<file path="src/rtl/deflate_fixed_stream_ctrl.sv">
// Frames each message as one final fixed-Huffman Deflate block (header, literals, EOB) packed LSB-first into 16-bit words.
// Output is combinational from the bit buffer; in_ready depends only on state/cnt, so a stalled output throttles input once the buffer fills.
module deflate_fixed_stream_ctrl (
  input  logic        clk,
  input  logic        rst_n,
  input  logic [7:0]  in_data,
  input  logic        in_valid,
  input  logic        in_last,
  output logic        in_ready,
  output logic [15:0] out_data,
  output logic        out_valid,
  output logic        out_last,
  input  logic        out_ready,
  output logic        busy,
  output logic [15:0] lit_count
);

  typedef enum logic [2:0] {S_IDLE, S_HDR, S_LIT, S_EOB, S_FLUSH} state_t;

  state_t      state_q;
  logic [31:0] buf_q, buf_d;
  logic [5:0]  cnt_q, cnt_d;
  logic [15:0] lit_count_q;

  logic [8:0]  lit_code;
  logic [3:0]  lit_len;
  logic [7:0]  rev8;
  logic [8:0]  rev9;
  logic [8:0]  lit_bits;

  logic        app_en;
  logic [8:0]  app_bits;
  logic [3:0]  app_len;
  logic        drain;
  logic        eob_room;
  logic [31:0] merged;
  logic [5:0]  merged_cnt;

  always_comb begin
    if (in_data < 8'd144) begin
      lit_code = {1'b0, in_data + 8'd48};
      lit_len  = 4'd8;
    end else begin
      lit_code = {1'b0, in_data} + 9'd256;
      lit_len  = 4'd9;
    end
  end

  // Codes go out MSB first while the stream fills from bit 0, so reverse them.
  always_comb begin
    rev8 = '0;
    rev9 = '0;
    for (int i = 0; i < 8; i++) rev8[i] = lit_code[7-i];
    for (int i = 0; i < 9; i++) rev9[i] = lit_code[8-i];
    lit_bits = (lit_len == 4'd9) ? rev9 : {1'b0, rev8};
  end

  assign in_ready  = (state_q == S_LIT) && (cnt_q <= 6'd23);
  assign eob_room  = (cnt_q <= 6'd25);
  assign out_valid = (state_q == S_FLUSH) ||
                     (((state_q == S_HDR) || (state_q == S_LIT) || (state_q == S_EOB)) &&
                      (cnt_q >= 6'd16));
  assign out_last  = (state_q == S_FLUSH) && (cnt_q <= 6'd16);
  assign out_data  = buf_q[15:0];
  assign busy      = (state_q != S_IDLE);
  assign lit_count = lit_count_q;
  assign drain     = out_valid && out_ready;

  always_comb begin
    app_en   = 1'b0;
    app_bits = '0;
    app_len  = '0;
    case (state_q)
      S_HDR: begin
        app_en   = 1'b1;
        app_bits = 9'b0_0000_0011;
        app_len  = 4'd3;
      end
      S_LIT: begin
        if (in_valid && in_ready) begin
          app_en   = 1'b1;
          app_bits = lit_bits;
          app_len  = lit_len;
        end
      end
      S_EOB: begin
        if (eob_room) begin
          app_en   = 1'b1;
          app_bits = '0;
          app_len  = 4'd7;
        end
      end
      default: ;
    endcase
  end

  // Bits above cnt are kept zero, so the final word's padding comes for free.
  always_comb begin
    merged     = buf_q | ({23'd0, app_bits} << cnt_q);
    merged_cnt = cnt_q + (app_en ? {2'b00, app_len} : 6'd0);
    buf_d      = drain ? {16'd0, merged[31:16]} : merged;
    cnt_d      = drain ? (merged_cnt - 6'd16) : merged_cnt;
  end

  always_ff @(posedge clk or negedge rst_n) begin
    if (!rst_n) begin
      state_q     <= S_IDLE;
      buf_q       <= '0;
      cnt_q       <= '0;
      lit_count_q <= '0;
    end else begin
      buf_q <= buf_d;
      cnt_q <= cnt_d;
      case (state_q)
        S_IDLE: begin
          if (in_valid) state_q <= S_HDR;
        end
        S_HDR: begin
          state_q <= S_LIT;
        end
        S_LIT: begin
          if (in_valid && in_ready) begin
            lit_count_q <= lit_count_q + 16'd1;
            if (in_last) state_q <= S_EOB;
          end
        end
        S_EOB: begin
          if (eob_room) state_q <= S_FLUSH;
        end
        S_FLUSH: begin
          if (drain && out_last) begin
            state_q     <= S_IDLE;
            buf_q       <= '0;
            cnt_q       <= '0;
            lit_count_q <= '0;
          end
        end
        default: state_q <= S_IDLE;
      endcase
    end
  end

endmodule
</file>
<file path="config.mk">
export PLATFORM = sky130hd
export DESIGN_NAME = deflate_fixed_stream_ctrl
export DESIGN_NICKNAME = d
export VERILOG_FILES = /design/src/rtl/deflate_fixed_stream_ctrl.sv
export SDC_FILE = /design/constraint.sdc
export NUM_CORES = 1
export LEC_CHECK = 0
export BUFFER_PORTS_ARGS = -buffer_cell sky130_fd_sc_hd__buf_2
export CAP_MARGIN = 20
export CORE_MARGIN = 4
export CORE_UTILIZATION = 63
export DETAILED_ROUTE_END_ITERATION = 10
export PLACE_DENSITY = 0.86
export SETUP_SLACK_MARGIN = 0.05
export SLEW_MARGIN = 10
export SYNTH_ARGS = -nofsm -noshare
export SYNTH_HDL_FRONTEND = slang
export SYNTH_SLANG_ARGS = --single-unit
export TNS_END_PERCENT = 5
</file>
<file path="constraint.sdc">
create_clock -name clk -period 8.5 [get_ports clk]
set_clock_uncertainty 0.05 [all_clocks]
set_input_delay 0.85 -clock clk [delete_from_list [all_inputs] [get_ports clk]]
set_output_delay 0.85 -clock clk [all_outputs]
set_load 0.1 [all_outputs]
</file>
==> impl_metrics.csv <==
group,metric,value,unit
floorplanning,dieArea,0.00770,mm²
flow_run,maxCapViolCount,0,
setup_path,r2r_cells,13,
hold_path,hold_class,"reg -> reg",
power,p_per_area,408,mW/mm²
setup_path,rr_startpoint,"cnt_q[2]",
drt,final_antenna_net_count,0,
yosys,synth-warning-count,0,
setup_path,slowest_stage,"dfrtp_1",
sta,slew_headroom,27.0,%
finish,drive_gt1_share,17.4,%
floorplanning,core,0.00606,mm²
hold_path,worstHoldStart,"buf_q[25]",
sta,final.min_clock_period,3.98,ns
yosys,synth-main-ff-cell,"dfrtp_1",
finish,area_growth,7.94,%
yosys,synthArstFlopShare,100,%
clocking,clock_path_buffers,2,
setup_path,critPathArrivalTime,4.13,ns
floorplanning,die_y,87.7,µm
yosys,seq_area_frac_synth,35.6,%
floorplanning,io_pins,49,
drt,wl_per_cell,19.4,µm
drt,wl,11200,µm
place,dp_hpwl,7920,µm
floorplanning,start_util,66.1,%
clocking,cts-root-buf,"clkbuf_8",
finish,final_cell_area,0.00432,mm²
yosys,synth_edf_count,0,
finish,final_common_cell,"dfrtp_1",
clocking,cts.clk_slew.worst_paths,0.08,ns
hold_path,whs_endpoint,"buf_q[9]",
clocking,cts_buffers,9,
finish,utilization,71.3,%
clocking,cts_resized,0,
place,dp_slack,4.48,ns
setup_path,worstSetupStartpointType,"flop",
yosys,synth_cell_types,73,
place,globalplace.congestion,1.02,
sta,setup_violations,0,
setup_path,path_buf_inv,0,
clocking,insertion_delay,0.34,ns
finish,final_cell_mix,"dfrtp_1, buf_2, nor2_1, nand2_1, a21oi_1",
sta,hold_slack,0.437,ns
setup_path,cp_data_required_time,8.64,ns
yosys,synth_top_cells_by_area,"dfrtp_1, nand2_1, nor2_1",
setup_path,end_kind,"flop",
place,dpl.cell_count,559,
sta,finalCritPeriodShare,46.9,%
global_routing,grt_first_pass_wirelength,18200,µm
sta,fin_setup_tns,0,ns
power,peakVddDrop,0.410,mV
global_routing,grt_start_max_net_pins,58,
clocking,cts_tree,"yes",
sta,max_freq,251,MHz
setup_path,path_cells,"nor2_1, o21ai_0, nor3_1, or2_2, a21o_1, ha_1, fa_1, a21o_1, a21oi_1, xnor2_1, nor2_1, mux2i_1, o22ai_1",
drt,viasPerCell,6.65,
outcome,status,"completed",
floorplanning,row_count,28,
finish,nFillCells,476,
sta,tightestPinTransition,1.09,ns
sta,rsz0062_at_grt,"no",
setup_path,path_delay_family,"compound AO/OA/AOI/OAI gates",
setup_path,crit_type,"reg -> reg",
yosys,synth_seq_cells,57,
clocking,cts_sinks,57,
clocking,ctsHoldBuffers,0,
yosys,syn_nets,498,
sta,hold_violations,0,
global_routing,first_global_vias,3696,
finish,nets,515,
yosys,synth_area,0.00401,mm²
place,postPlaceCellArea,0.00410,mm²
setup_path,ff2ff_setup_slack,4.52,ns
drt,num_vias,3823,
drt,firstDrtPassIters,5,
hold_path,whs_path_depth,1,
clocking,post_cts_buffers,0,
yosys,yosysTopAreaCellShare,35.6,%
yosys,avgSynthCellArea,8.38,µm²
global_routing,grt_antenna_before_repair,0,
setup_path,r2r-end,"cnt_q[5]",
finish,n_antenna_cell,0,
drt,dr.first_iter.drc_count,368,
sta,drv_slew,0,
yosys,synth_top_cell_by_area,"dfrtp_1",
sta,setup_slack,4.52,ns
power,power,1.76,mW
drt,drc_errors,0,
power,power_leakage,1.93,nW
setup_path,cp_max_fo,23,
global_routing,grt_overflow,0,
clocking,htreeDepth,3,
finish,fin_cells,575,
yosys,synth_cells,478,
setup_path,slowest_delay,0.88,ns
place,port_buffers,48,
floorplanning,die_width,87.7,µm
global_routing,grt.total_usage,30.4,%
[flip-flops by register name, summed over array words and instances (netlist names)]
signal,cells
buf_q,32
cnt_q,6
lit_count,16
state_q,3
[where the power goes]
part	switching, mW	internal [mW]
Clock	0.122	0.167
Sequential	0.140	0.341
Combinational	0.738	0.255
Total	1.00	0.763
[how the worst max path moves through the flow]
stage / startpoint / endpoint / depth (start not counted)
after CTS: cnt_q[2] / cnt_q[5] / 13
after detailed placement: in_data[4] / cnt_q[5] / 14
after floorplan: in_data[4] / cnt_q[5] / 14
after global routing: cnt_q[2] / cnt_q[5] / 13
after global placement: in_data[4] / cnt_q[5] / 14
final: cnt_q[2] / cnt_q[5] / 13
[routing by layer]
| layer | global-route usage (%) | routed length (µm) | vias up |
|---|---|---|---|
| met2 | 47.6 | 5330 | 203 |
| met1 | 40.1 | 4550 | 1821 |
| met4 | 14.2 | 356 | 0 |
| met5 | 0 | 0 | - |
| met3 | 7.06 | 941 | 36 |
| li1 | - | - | 1763 |
[cell usage after synthesis (all sizes together) (5+ instances only)]
| master | n |
|---|---|
| buf | 29 |
| a21boi | 5 |
| ha | 6 |
| nand3 | 18 |
| nor2 | 47 |
| a31oi | 9 |
| a211oi | 6 |
| a21o | 8 |
| nand2b | 6 |
| nor3 | 22 |
| and2 | 7 |
| clkbuf | 14 |
| o31ai | 5 |
| o22ai | 7 |
| xnor2 | 7 |
| xor2 | 9 |
| inv | 12 |
| a22oi | 13 |
| dfrtp | 57 |
| nor4 | 10 |
| nor2b | 10 |
| and3 | 8 |
| a21oi | 28 |
| o21ai | 32 |
| nand2 | 46 |
[layout make-up]
cell class / count / area (µm²) / area share, %
multi-input combinational: 363 / 2270 / 52.4
sequential: 57 / 1430 / 33.0
timing repair buffer: 50 / 255 / 5.90
clock buffer: 9 / 124 / 2.87
clock inverter: 7 / 103 / 2.37
tap: 75 / 93.8 / 2.17
inverter: 14 / 53.8 / 1.24
[kinds of logic (layout without fill, tap and decap cells)]
group | count (synthesis) | in the layout | synth area share, %
mux | 2 | 2 | 0.500
simple gates | 189 | 189 | 23.8
buf+inv | 58 | 80 | 7.78
xor+xnor | 16 | 16 | 3.50
flops | 57 | 57 | 35.6
compound gates | 149 | 149 | 26.4
fa+ha+maj | 7 | 7 | 2.37
(Power assumes the default switching activity.)
